File: src/rtl/uart_line_loader.sv
// uart_line_loader: parses framed UART line packets, writes pixels into an external
// line RAM and paces the host with ACK / OK / NAK response bytes.
module uart_line_loader #(
    parameter int unsigned PIX_BITS       = 24,
    parameter int unsigned WIDTH          = 640,
    parameter int unsigned HEIGHT         = 480,
    parameter int unsigned ROW_BITS       = 9,
    parameter logic [7:0]  SOF_CODE       = 8'h55,
    parameter logic [7:0]  END_WORD       = 8'hDD,
    parameter logic [7:0]  ACK_CODE       = 8'hAA,
    parameter logic [7:0]  OK_CODE        = 8'hBC,
    parameter logic [7:0]  NAK_CODE       = 8'h11,
    parameter int unsigned ACK_EVERY      = 16,
    parameter int unsigned PAUSE_CYCLES   = 16,
    parameter int unsigned TIMEOUT_CYCLES = 2_000_000
) (
    input  logic                     clk,
    input  logic                     rst,
    input  logic [7:0]               rx_data,
    input  logic                     rx_valid,
    output logic [7:0]               tx_data,
    output logic                     tx_start,
    input  logic                     tx_busy,
    output logic                     wr_en,
    output logic [$clog2(WIDTH)-1:0] wr_addr,
    output logic [PIX_BITS-1:0]      wr_data,
    output logic [ROW_BITS-1:0]      line_row,
    output logic                     line_done,
    output logic                     err,
    output logic [2:0]               err_code
);
    localparam int unsigned BPP  = PIX_BITS / 8;
    localparam int unsigned NB   = WIDTH * BPP;
    localparam int unsigned AW   = $clog2(WIDTH);
    localparam int unsigned BW   = $clog2(NB + 1);
    localparam int unsigned KW   = $clog2(ACK_EVERY + 1);
    localparam int unsigned PW   = $clog2(PAUSE_CYCLES + 1);
    localparam int unsigned TW   = $clog2(TIMEOUT_CYCLES + 1);
    localparam int unsigned SW   = 3;
    localparam int unsigned PEND = (PAUSE_CYCLES > 0) ? PAUSE_CYCLES - 1 : 0;
    localparam int unsigned TEND = (TIMEOUT_CYCLES > 0) ? TIMEOUT_CYCLES - 1 : 0;

    localparam logic [2:0] E_NONE    = 3'd0;
    localparam logic [2:0] E_ROW     = 3'd1;
    localparam logic [2:0] E_CSUM    = 3'd2;
    localparam logic [2:0] E_END     = 3'd3;
    localparam logic [2:0] E_TIMEOUT = 3'd4;
    localparam logic [2:0] E_OVERRUN = 3'd5;

    typedef enum logic [3:0] {
        S_IDLE, S_ROW_H, S_ROW_L, S_PAYLOAD, S_CSUM, S_EOP, S_PAUSE, S_SEND, S_WAIT
    } state_t;

    state_t              state_q, state_d, ret_q, ret_d;
    logic [7:0]          resp_q, resp_d;
    logic [2:0]          code_q, code_d;
    logic                final_q, final_d;
    logic [PW-1:0]       pcnt_q, pcnt_d;
    logic [TW-1:0]       idle_q, idle_d;
    logic [7:0]          row_hi_q, row_hi_d;
    logic [7:0]          xor_q, xor_d;
    logic                csum_ok_q, csum_ok_d;
    logic                ovr_q, ovr_d;
    logic [BW-1:0]       byte_cnt_q, byte_cnt_d;
    logic [KW-1:0]       ack_cnt_q, ack_cnt_d;
    logic [SW-1:0]       sub_q, sub_d;
    logic [AW-1:0]       pix_idx_q, pix_idx_d;
    logic [PIX_BITS-1:0] pix_q, pix_d;

    logic [7:0]          tx_data_q, tx_data_d;
    logic                tx_start_q, tx_start_d;
    logic                wr_en_q, wr_en_d;
    logic [AW-1:0]       wr_addr_q, wr_addr_d;
    logic [PIX_BITS-1:0] wr_data_q, wr_data_d;
    logic [ROW_BITS-1:0] line_row_q, line_row_d;
    logic                line_done_q, line_done_d;
    logic                err_q, err_d;
    logic [2:0]          err_code_q, err_code_d;

    logic [PIX_BITS-1:0] pix_next_c;
    logic [ROW_BITS-1:0] row_c;
    logic                resp_go;
    logic [7:0]          resp_byte;
    logic [2:0]          resp_code;
    logic                resp_final;
    state_t              resp_ret;

    // First received byte of a pixel ends up in the LSBs.
    assign pix_next_c = (pix_q >> 8) | (PIX_BITS'(rx_data) << (PIX_BITS - 8));
    assign row_c      = ROW_BITS'({row_hi_q, rx_data});

    // Next-state, datapath and output decode.
    always_comb begin
        state_d     = state_q;
        ret_d       = ret_q;
        resp_d      = resp_q;
        code_d      = code_q;
        final_d     = final_q;
        pcnt_d      = pcnt_q;
        idle_d      = idle_q;
        row_hi_d    = row_hi_q;
        xor_d       = xor_q;
        csum_ok_d   = csum_ok_q;
        ovr_d       = ovr_q;
        byte_cnt_d  = byte_cnt_q;
        ack_cnt_d   = ack_cnt_q;
        sub_d       = sub_q;
        pix_idx_d   = pix_idx_q;
        pix_d       = pix_q;
        tx_data_d   = tx_data_q;
        tx_start_d  = 1'b0;
        wr_en_d     = 1'b0;
        wr_addr_d   = wr_addr_q;
        wr_data_d   = wr_data_q;
        line_row_d  = line_row_q;
        line_done_d = 1'b0;
        err_d       = 1'b0;
        err_code_d  = err_code_q;
        resp_go     = 1'b0;
        resp_byte   = NAK_CODE;
        resp_code   = E_NONE;
        resp_final  = 1'b1;
        resp_ret    = S_IDLE;

        // Inter-byte idle watchdog, only while a packet is being parsed.
        if (state_q inside {S_ROW_H, S_ROW_L, S_PAYLOAD, S_CSUM, S_EOP}) begin
            if (rx_valid) begin
                idle_d = '0;
            end else if (idle_q == TW'(TEND)) begin
                resp_go   = 1'b1;
                resp_code = E_TIMEOUT;
            end else begin
                idle_d = idle_q + TW'(1);
            end
        end

        // Host bytes arriving while an intermediate ACK is pending are dropped.
        if (state_q inside {S_PAUSE, S_SEND, S_WAIT}) begin
            if (rx_valid && !final_q) ovr_d = 1'b1;
        end

        case (state_q)
            S_IDLE: begin
                idle_d = '0;
                if (rx_valid && rx_data == SOF_CODE) begin
                    state_d    = S_ROW_H;
                    ovr_d      = 1'b0;
                    xor_d      = '0;
                    byte_cnt_d = '0;
                    ack_cnt_d  = '0;
                    sub_d      = '0;
                    pix_idx_d  = '0;
                    pix_d      = '0;
                end
            end
            S_ROW_H: begin
                if (rx_valid) begin
                    row_hi_d = rx_data;
                    xor_d    = xor_q ^ rx_data;
                    state_d  = S_ROW_L;
                end
            end
            S_ROW_L: begin
                if (rx_valid) begin
                    xor_d   = xor_q ^ rx_data;
                    resp_go = 1'b1;
                    if (32'(row_c) >= HEIGHT) begin
                        resp_code = E_ROW;
                    end else begin
                        line_row_d = row_c;
                        resp_byte  = ACK_CODE;
                        resp_final = 1'b0;
                        resp_ret   = S_PAYLOAD;
                    end
                end
            end
            S_PAYLOAD: begin
                if (rx_valid) begin
                    xor_d      = xor_q ^ rx_data;
                    pix_d      = pix_next_c;
                    byte_cnt_d = byte_cnt_q + BW'(1);
                    if (sub_q == SW'(BPP - 1)) begin
                        wr_en_d   = 1'b1;
                        wr_addr_d = pix_idx_q;
                        wr_data_d = pix_next_c;
                        sub_d     = '0;
                        if (pix_idx_q != AW'(WIDTH - 1)) pix_idx_d = pix_idx_q + AW'(1);
                    end else begin
                        sub_d = sub_q + SW'(1);
                    end
                    if (byte_cnt_q == BW'(NB - 1)) begin
                        state_d = S_CSUM;
                    end else if (ack_cnt_q == KW'(ACK_EVERY - 1)) begin
                        ack_cnt_d  = '0;
                        resp_go    = 1'b1;
                        resp_byte  = ACK_CODE;
                        resp_final = 1'b0;
                        resp_ret   = S_PAYLOAD;
                    end else begin
                        ack_cnt_d = ack_cnt_q + KW'(1);
                    end
                end
            end
            S_CSUM: begin
                if (rx_valid) begin
                    csum_ok_d = (rx_data == xor_q);
                    state_d   = S_EOP;
                end
            end
            S_EOP: begin
                if (rx_valid) begin
                    resp_go = 1'b1;
                    if (ovr_q)                      resp_code = E_OVERRUN;
                    else if (rx_data != END_WORD)   resp_code = E_END;
                    else if (!csum_ok_q)            resp_code = E_CSUM;
                    else                            resp_byte = OK_CODE;
                end
            end
            S_PAUSE: begin
                if (pcnt_q == PW'(PEND)) begin
                    if (!tx_busy) begin
                        tx_start_d = 1'b1;
                        tx_data_d  = resp_q;
                        state_d    = S_SEND;
                        if (code_q != E_NONE) begin
                            err_d      = 1'b1;
                            err_code_d = code_q;
                        end else if (final_q) begin
                            line_done_d = 1'b1;
                        end
                    end
                end else begin
                    pcnt_d = pcnt_q + PW'(1);
                end
            end
            S_SEND: begin
                if (tx_busy) state_d = S_WAIT;
            end
            S_WAIT: begin
                if (!tx_busy) state_d = ret_q;
            end
            default: state_d = S_IDLE;
        endcase

        // Every response funnels through the same pause/send/wait path.
        if (resp_go) begin
            state_d = S_PAUSE;
            ret_d   = resp_ret;
            resp_d  = resp_byte;
            code_d  = resp_code;
            final_d = resp_final;
            pcnt_d  = '0;
        end
    end

    // State and output registers.
    always_ff @(posedge clk or posedge rst) begin
        if (rst) begin
            state_q     <= S_IDLE;
            ret_q       <= S_IDLE;
            resp_q      <= '0;
            code_q      <= '0;
            final_q     <= 1'b0;
            pcnt_q      <= '0;
            idle_q      <= '0;
            row_hi_q    <= '0;
            xor_q       <= '0;
            csum_ok_q   <= 1'b0;
            ovr_q       <= 1'b0;
            byte_cnt_q  <= '0;
            ack_cnt_q   <= '0;
            sub_q       <= '0;
            pix_idx_q   <= '0;
            pix_q       <= '0;
            tx_data_q   <= '0;
            tx_start_q  <= 1'b0;
            wr_en_q     <= 1'b0;
            wr_addr_q   <= '0;
            wr_data_q   <= '0;
            line_row_q  <= '0;
            line_done_q <= 1'b0;
            err_q       <= 1'b0;
            err_code_q  <= '0;
        end else begin
            state_q     <= state_d;
            ret_q       <= ret_d;
            resp_q      <= resp_d;
            code_q      <= code_d;
            final_q     <= final_d;
            pcnt_q      <= pcnt_d;
            idle_q      <= idle_d;
            row_hi_q    <= row_hi_d;
            xor_q       <= xor_d;
            csum_ok_q   <= csum_ok_d;
            ovr_q       <= ovr_d;
            byte_cnt_q  <= byte_cnt_d;
            ack_cnt_q   <= ack_cnt_d;
            sub_q       <= sub_d;
            pix_idx_q   <= pix_idx_d;
            pix_q       <= pix_d;
            tx_data_q   <= tx_data_d;
            tx_start_q  <= tx_start_d;
            wr_en_q     <= wr_en_d;
            wr_addr_q   <= wr_addr_d;
            wr_data_q   <= wr_data_d;
            line_row_q  <= line_row_d;
            line_done_q <= line_done_d;
            err_q       <= err_d;
            err_code_q  <= err_code_d;
        end
    end

    assign tx_data   = tx_data_q;
    assign tx_start  = tx_start_q;
    assign wr_en     = wr_en_q;
    assign wr_addr   = wr_addr_q;
    assign wr_data   = wr_data_q;
    assign line_row  = line_row_q;
    assign line_done = line_done_q;
    assign err       = err_q;
    assign err_code  = err_code_q;

endmodule

File: config.mk
export PLATFORM = sky130hd
export DESIGN_NAME = uart_line_loader
export DESIGN_NICKNAME = d
export VERILOG_FILES = /design/src/rtl/uart_line_loader.sv
export SDC_FILE = /design/constraint.sdc
export NUM_CORES = 1
export LEC_CHECK = 0
export CORE_MARGIN = 8
export CORE_UTILIZATION = 40
export CTS_CLUSTER_DIAMETER = 60
export DETAILED_ROUTE_END_ITERATION = 16
export SETUP_SLACK_MARGIN = 0.1
export SYNTH_ARGS = -nofsm -noshare
export SYNTH_HDL_FRONTEND = slang
export SYNTH_SLANG_ARGS = --single-unit
export TNS_END_PERCENT = 1
File: constraint.sdc
create_clock -name clk -period 12.15 [get_ports clk]
set_input_delay 2.43 -clock clk [delete_from_list [all_inputs] [get_ports clk]]
set_output_delay 2.43 -clock clk [all_outputs]
set_load 0.02 [all_outputs]
# Word level (Yosys, flattened, before mapping)
# Index checks and enable logic that the tools add are counted.
[word_totals]
ff_bits = 168
inputBits = 12
output_inout_bits = 58
[classes]
n_addsub = 6
n_lt_le_gt_ge = 1
n_eq_ne = 35
muxes = 100
bitwise_logic = 4
reduce_logical = 26
[op_table]
columns = ["cell", "n"]
rows = [
  ["2-to-1 mux 8 bit", 11],
  ["2-to-1 mux 21 bit", 4],
  ["2-to-1 mux 24 bit", 2],
  ["case mux 24 bit (2 select lines)", 1],
  ["2-to-1 mux 10 bit", 4],
  ["2-to-1 mux 4 bit", 10],
  ["2-to-1 mux 3 bit", 12],
  ["2-to-1 mux 5 bit", 7],
  ["case mux 4 bit (8 select lines)", 1],
  ["2-to-1 mux 1 bit", 31],
  ["OR 16 x 24 -> 24 bit", 1],
  ["case mux 8 bit (3 select lines)", 1],
  ["2-to-1 mux 11 bit", 2],
  ["case mux 11 bit (2 select lines)", 1],
  ["adder 21 x 1 -> 21 bit (second input constant)", 1],
  ["equality test 21 bit (second input constant)", 1],
  ["!= test 3 bit (second input constant)", 7],
  ["case mux 10 bit (2 select lines)", 1],
  ["equality test 4 x 3 -> 1 bit (second input constant)", 4],
  ["case mux 8 bit (2 select lines)", 1],
  ["AND reduction 3 bit", 5],
  ["case mux 3 bit (2 select lines)", 2],
  ["adder 11 x 1 -> 11 bit (second input constant)", 1],
  ["equality test 11 bit (second input constant)", 1],
  ["34 further kinds", 60],
]

# Logic depth before layout (Yosys ltp)
# Gate-level depths: netlist of the first run.
[depth]
ltp_word = 10
mapped_depth = 9
mapped_depth_nobuf = 8

# Least setup slack after synthesis of the first run
# OpenSTA, ideal clock, no wires.
[synth_path]
path_kind = "input to register"
from = "input port rx_data[3]"
to = "register ack_cnt_q[3]"
setup_ps = 69
arrival_time_ps = 4169
t_required_ps = 12081
path_slack_ps = 7912
path_stages = 5
n_path_buf = 0
path_cell_list = "or3b_2 or4_4 a22o_2 or4_1 nand3_1"
[synth_via]
elab_chain_cells = 4
[synth_rtl]
columns = ["element", "line", "text"]
rows = [
  ["from (decl)", "19", "input logic [7:0] rx_data,"],
  ["equality test 8 x 7 -> 1 bit", "145", "if (rx_valid && rx_data == SOF_CODE) begin"],
  ["logical AND 1 bit", "145", ""],
  ["!= test 2 bit (no source line)", "--", ""],
  ["AND reduction 4 bit (no source line)", "--", ""],
  ["to (signal assigned)", "297", "ack_cnt_q <= ack_cnt_d;"],
  ["to (decl)", "65", "logic [KW-1:0] ack_cnt_q, ack_cnt_d;"],
]
# No other way between the ends.
# A chain may end at the register's enable or synchronous reset.

# Worst setup path in the final report of the first run
[layout_path]
from = "input port rx_valid"
to = "register code_q[0]"
[layout_via]
elab_chain_cells = 7
[layout_rtl]
columns = ["element", "line", "text"]
rows = [
  ["from (decl)", "20", "input logic rx_valid,"],
  ["2-to-1 mux 3 bit", "127", "if (rx_valid) begin"],
  ["2-to-1 mux 3 bit", "126", "if (state_q inside {S_ROW_H, S_ROW_L, S_PAYLOAD, S_CSUM, S_EOP}) begin"],
  ["2-to-1 mux 3 bit", "215", "else if (!csum_ok_q) resp_code = E_CSUM;"],
  ["2-to-1 mux 3 bit", "214", "else if (rx_data != END_WORD) resp_code = E_END;"],
  ["2-to-1 mux 3 bit", "213", "if (ovr_q) resp_code = E_OVERRUN;"],
  ["2-to-1 mux 3 bit", "211", "if (rx_valid) begin"],
  ["case mux 3 bit (2 select lines)", "142", "case (state_q)"],
  ["to (signal assigned)", "288", "code_q <= code_d;"],
  ["to (decl)", "56", "logic [2:0] code_q, code_d;"],
]
# Parallel ways exist; a longest one is shown, timed or not.

==> run metrics, run 1 <==
status finished, final reports clean; largest net degree at the start of global routing 77; Max-slew headroom 21.9%; Crit Path Category in -> reg; Gate power share between 20% and 30%; Synth area leader dfrtp_1; Synth Warn # 0; post-CTS repair timing setup buffer count 0; final setup fails 0; Max Freq 200 MHz; Post-synth EDFFs 0; Pwr Density 193 nW/um^2; DP HPWL 11,200 um; Startpoint Class primary input; maxcap violations 0; drt first-iter violations 346; CP max FO 24; Setup crit end code_q[0]$_DFFE_PP0P_; DRC 0; Detailed Routing Iterations Pass 1 5; Worst path max stage delay 1.02 ns; Critical Path RT 12.46 ns; CTS root buffer clkbuf_16; FF-to-FF path depth 6; asr flop ratio synth 100%; setup tns final 0 ns; CTS sink cnt about 150; vias in the first global route 5,488; nets@finish 757; diode count 0; vias per cell approximately 5.6; main flop type after synthesis dfrtp_1; CP max-delay cell a311oi_2; WP buf/inv 2; final-layout fill cell count around 1,600; R2R Path End code_q[0]$_DFFE_PP0P_; post-synthesis cell area 7110 um^2; routed via count approximately 5,400; die area 22,300 um^2; Initial Util 40.9%; P_int 1.08 mW; initial antenna violation count 0; sequential share of the synthesized area between 50% and 60%; hold buffers post-CTS 0; Synth-to-Final Area Change 20.7%; Critical Path AT 5.31 ns; WL/cell 16.8 um; min Tclk post-route 5.00 ns; Clk pwr share 31.8%; Synth cell types 66; hold crit path type reg -> reg; CTS tree built; crit path cell chain clkdlybuf4s50_1 -> buf_4 -> nand2_1 -> nor4_1 -> a311oi_2 -> mux2_2; Die Span X 149 um; Largest delay share family, worst path compound AO/OA/AOI/OAI gates; main area contributors after synthesis dfrtp_1, mux2_2, nand2_1, nand3_1, o21ai_0; WP depth 6; Post-CTS Resized 0; Post-Route WL 16,400 um; RSZ-0062 raised after global routing false; CTS max path bufs 2; final number of hold-violating endpoints 0; Pleak 3.79 nW; final worst-path cycle share just over 40%; VDD IR max about 0.00011 V; Die Ht 149 um; first-pass GRT wire length 27,600 um; post-synthesis average cell area 10.5 um^2; GP Congestion 0.885; Pwr Total 1.66 mW; Slew Viols, Final 0; NetSw 0.574 mW; latest clock arrival within the worst-skew pair 0.43 ns; share of cells above drive strength 1 14.1%; # IOs 70; Slew @ Worst Pin 1.17 ns; post-synth top area share a little over half; worst r2r src state_q[0]$_DFFE_PP0P_; R2R Setup Slk roughly 8.7 ns; row cnt 48; Mapped Cells a little under 700; post-route ant nets 0; switching fraction of total power 34.6%; hold_sp resp_q[1]$_DFFE_PP0P_; Num CTS Buffers 17; GRT Util Overall 15.2%; clk slew on worst S/H paths 0.07 ns; clock skew about 0.015 ns; H-tree depth 4; syn_nets ~700; core region area 17,400 um^2; Synth Register Bits ~150; GR Overflow Total 0; Crit. End Element register; IO Port Bufs between 60 and 70; Critical path origin rx_valid; Seq pwr share 42.7%
==> worst register-to-register path, cell delays in order, from the launching register on <==
cell      delay (ns)
dfrtp_1         0.66
nor4bb_1        0.28
buf_4           0.20
nand2_1         0.61
nor4_1          0.19
a311oi_2        1.02
mux2_2          0.43
==> worst min-delay path by stage <==
stage | to | slack [ns] | cells past startpoint
detailed placement | resp_q[1]$_DFFE_PP0P_ | 0.47 | 1
finish | resp_q[1]$_DFFE_PP0P_ | 0.48 | 1
floorplan | resp_q[1]$_DFFE_PP0P_ | 0.44 | 1
CTS | resp_q[1]$_DFFE_PP0P_ | 0.49 | 1
global route | resp_q[5]$_DFFE_PP0P_ | 0.51 | 1
global placement | resp_q[1]$_DFFE_PP0P_ | 0.46 | 1
==> state kept, by name, indices dropped and copies added (netlist names), 3 cells and up <==
register / count
ack_cnt_q: 5
byte_cnt_q: 11
code_q: 3
err_code: 3
idle_q: 21
line_row: 9
pcnt_q: 5
pix_idx_q: 10
pix_q: 16
resp_q: 5
state_q: 4
sub_q: 3
tx_data: 5
wr_addr: 10
wr_data: 24
xor_q: 8
==> kinds of logic (layout without fill, tap and decap cells) <==
logic type	after synthesis	count (layout)	share of synthesized area, %
xor gates and xnor gates	17	17	2.10
buffers and inverters	57	129	3.31
DFF	151	151	53.2
muxes	51	51	8.06
and+or+nand+nor	263	263	19.7
AOI/OAI and AO/OA	134	134	12.5
adders and majority gates	6	6	1.06
other	1	1	0.0528
==> per-stage QoR <==
step	area [um^2]	hold WS [ns]	std cells	setup WS, ns	util, %
2_1_floorplan	7110	0.444	680	5.66	-
5_1_grt	8580	0.514	977	6.98	49.4
6_report	8580	0.480	977	7.15	49.4
4_1_cts	8580	0.486	977	7.15	49.4
3_5_place_dp	7990	0.467	945	6.71	46.0
3_3_place_gp	7990	0.463	945	6.77	46.0
==> per-layer routing <==
metal / global-route usage, % / routed length (um)
met1: 19.2 / 7590
met2: 25.0 / 7860
met3: 3.85 / 798
met4: 4.75 / 152
met5: 0 / 0
==> layout by cell type (no fill, tap or decap), types with 6 or more instances in the layout <==
cell type and count:
dfrtp_1 151, clkdlybuf4s50_1 68, nand2_1 64, mux2_2 50, nand3_1 43, nor2_1 41
o21ai_0 38, a21oi_1 28, inv_1 21, clkbuf_16 17, nand2b_1 13, nor3_1 12
nand4_1 11, nor2b_1 10, xor2_1 9, and3_1 8, o31ai_1 8, a21o_1 8
o2bb2ai_1 8, xnor2_1 8, and2_1 7, or3_1 7, or4_1 7, nor4b_1 7
buf_4 7, nor4_1 6, o21a_1 6, ha_1 6
==> power by group through the flow <==
stage	clock [mW]	combinational [mW]	sequential, mW
floorplan	0	0.322	0.681
global placement	0	0.414	0.710
detailed placement	0	0.424	0.715
CTS	0.536	0.426	0.707
global route	0.559	0.474	0.724
finish	0.526	0.423	0.707
==> synth_stat cells, drive strengths merged (10+ instances only) <==
master and count:
dfrtp 151, nand2 64, mux2 50, nand3 43
nor2 41, o21ai 38, a21oi 28, clkbuf 24
inv 22, nand2b 13, nor3 12, buf 11
nand4 11, nor2b 10
==> layout make-up <==
cell class	count	area, um^2	share of cell area, %
inverter	22	87.6	1.02
tap	225	282	3.28
clock buffer	19	453	5.28
timing repair buffer	75	733	8.55
clock inverter	13	136	1.59
sequential	151	3780	44.0
multi-input combinational	472	3110	36.2
(Power assumes the default switching activity.)
==> run 2, diff against run 1 <==
==> constraint.sdc (replaced) <==
create_clock -name clk -period 4.3 [get_ports clk]
set_input_delay 0.86 -clock clk [delete_from_list [all_inputs] [get_ports clk]]
set_output_delay 0.86 -clock clk [all_outputs]
set_load 0.02 [all_outputs]
==> run metrics, run 2 (synthesis results as in run 1) <==
DRC 0 (unchanged); Crit Path Category in -> reg (unchanged); WP buf/inv 1 (was 2); Inst Count DP 952 (was 945); routed via count 5,503 (was 5,441); Critical Path RT 4.66 ns (was 12.46 ns); final worst-path cycle share roughly three quarters; worst r2r src state_q[1]$_DFFE_PP0P_ (was state_q[0]$_DFFE_PP0P_); diode count 0 (unchanged); max reg flops 24 (unchanged); crit path cell chain clkdlybuf4s50_1 -> or3b_2 -> or4_4 -> a22o_2 -> or4_1 -> nand3_1 (was clkdlybuf4s50_1 -> buf_4 -> nand2_1 -> nor4_1 -> a311oi_2 -> mux2_2); CTS root buffer clkbuf_16 (unchanged); worst hold slack 0.482 ns (was 0.480 ns); die area 22,300 um^2 (unchanged); largest net degree at the start of global routing 54 (was 77); Post-CTS Resized 0 (unchanged); final setup fails 0 (unchanged); row cnt 48 (unchanged); RSZ-0062 raised after global routing false (unchanged); Critical path origin rx_data[3] (was rx_valid); pre-CTS WS 0.734 ns (was 6.71 ns); PnR worst setup slack 1.15 ns (was 7.15 ns); VDD IR max 0.000308 V (was 0.000111 V); Setup crit end ack_cnt_q[3]$_DFFE_PP0P_ (was code_q[0]$_DFFE_PP0P_); Die Ht 149 um (unchanged); WL/cell 17.2 um (was 16.8 um); most frequent cells in the layout dfrtp_1, clkdlybuf4s50_1, nand2_1, mux2_2, nand3_1 (unchanged); Post-Route WL 16,900 um (was 16,400 um); core region area 17,400 um^2 (unchanged); R2R Path End ack_cnt_q[3]$_DFFE_PP0P_ (was code_q[0]$_DFFE_PP0P_); GR Overflow Total 0 (unchanged); maxcap violations 0 (unchanged); Crit. End Element register (unchanged); hold buffers post-CTS 0 (unchanged); Pwr Density 535 nW/um^2 (was 193 nW/um^2); Initial Util 40.9% (unchanged); fin util 49.6% (was 49.4%); drt first-iter violations 264 (was 346); CTS max path bufs 2 (unchanged); initial antenna violation count 0 (unchanged); Pleak 3.80 nW (was 3.79 nW); vias in the first global route 5,473 (was 5,488); Max-slew headroom 23.0% (was 21.9%); CTS tree built (unchanged); commonest non-fill, non-tap cell in the layout dfrtp_1 (unchanged); Worst path max stage delay 0.59 ns (was 1.02 ns); # IOs 70 (unchanged); Startpoint Class primary input (unchanged); nets@finish 764 (was 757); GRT Util Overall 15.7% (was 15.2%); status finished, final reports clean (unchanged); vias per cell 5.59 (was 5.57); Synth-to-Final Area Change 21.2% (was 20.7%); share of cells above drive strength 1 14.8% (was 14.1%); Slew Viols, Final 0 (unchanged); CTS sink cnt 151 (unchanged); Largest delay share family, worst path simple AND/OR/NAND/NOR gates (was compound AO/OA/AOI/OAI gates); FF-to-FF path depth 5 (was 6); Die Span X 149 um (unchanged); CP max-delay cell or4_4 (was a311oi_2); DP HPWL 11,800 um (was 11,200 um); H-tree depth 4 (unchanged); Num CTS Buffers 17 (unchanged); Max Freq roughly 320 MHz; post-route ant nets 0 (unchanged); first-pass GRT wire length 28,300 um (was 27,600 um); GP Congestion 0.823 (was 0.885); hold crit path type reg -> reg (unchanged); R2R Setup Slk 1.17 ns (was 8.65 ns); setup tns final 0 ns (unchanged); final number of hold-violating endpoints 0 (unchanged); Critical Path AT 3.51 ns (was 5.31 ns); Slew @ Worst Pin 1.16 ns (was 1.17 ns); min Tclk post-route roughly 3.1 ns; final-layout fill cell count 1,585 (was 1,612); IO Port Bufs 68 (unchanged); WP depth 6 (unchanged); clk slew on worst S/H paths 0.07 ns (about the same); post-CTS repair timing setup buffer count 0 (unchanged); clock skew 0.00880 ns (was 0.0145 ns); final std cells w/o fill 984 (was 977); CP max FO 20 (was 24); Detailed Routing Iterations Pass 1 5 (unchanged); latest clock arrival within the worst-skew pair 0.42 ns (was 0.43 ns)
## run 2: cell count changes in the layout (fill, tap and decap cells not counted), sizes merged
cell,previous run,this run
clkinvlp,2,6
buf,7,14
inv,29,27
clkbuf,19,18
bufinv,1,0
## run 2: stage by stage
stage | total power, mW | instance area, um^2
2_1_floorplan | 2.83 | 7110
3_3_place_gp | 3.20 | 8070
3_5_place_dp | 3.25 | 8070
4_1_cts | 4.65 | 8610
5_1_grt | 4.90 | 8610
6_report | 4.60 | 8610
## run 2: how the worst min path moves through the flow
stage / startpoint / to / slack, ns / depth (start not counted)
2_1_floorplan: resp_q[1]$_DFFE_PP0P_ / resp_q[1]$_DFFE_PP0P_ / 0.44 / 1
3_3_place_gp: wr_data[20]$_DFFE_PP0P_ / wr_data[20]$_DFFE_PP0P_ / 0.47 / 2
3_5_place_dp: resp_q[5]$_DFFE_PP0P_ / resp_q[5]$_DFFE_PP0P_ / 0.47 / 1
4_1_cts: wr_data[20]$_DFFE_PP0P_ / wr_data[20]$_DFFE_PP0P_ / 0.49 / 2
5_1_grt: resp_q[5]$_DFFE_PP0P_ / resp_q[5]$_DFFE_PP0P_ / 0.51 / 1
6_report: wr_data[20]$_DFFE_PP0P_ / wr_data[20]$_DFFE_PP0P_ / 0.48 / 2
## run 2: metal layers
metal / vias up / share of wire, % / GRT usage, %
li1: 2608 / - / -
met1: 2738 / 46 / 20.0
met2: 132 / 49 / 25.9
met3: 25 / 4.4 / 3.40
met4: 0 / 1.3 / 5.60
met5: - / 0 / 0
## run 2: worst register-to-register path: stages, from the launching register on
cell,delay [ns]
dfrtp_1,0.61
or4_1,0.79
or4_4,0.75
a22o_2,0.35
or4_1,0.48
nand3_1,0.10
## run 2: power by group
group,switching [mW],internal [mW],total (mW)
combinational,0.727,0.532,1.26
sequential,0.270,1.70,1.97
clock,0.623,0.752,1.38
## run 2: final cells by class
type / count / area, um^2 / share of cell area (%)
Inverter: 22 / 86.3 / 1.00
Multi-Input combinational cell: 472 / 3110 / 36.1
Tap cell: 225 / 282 / 3.27
Sequential cell: 151 / 3780 / 43.9
Clock buffer: 18 / 429 / 4.98
Timing Repair Buffer: 82 / 811 / 9.41
Clock inverter: 14 / 118 / 1.37
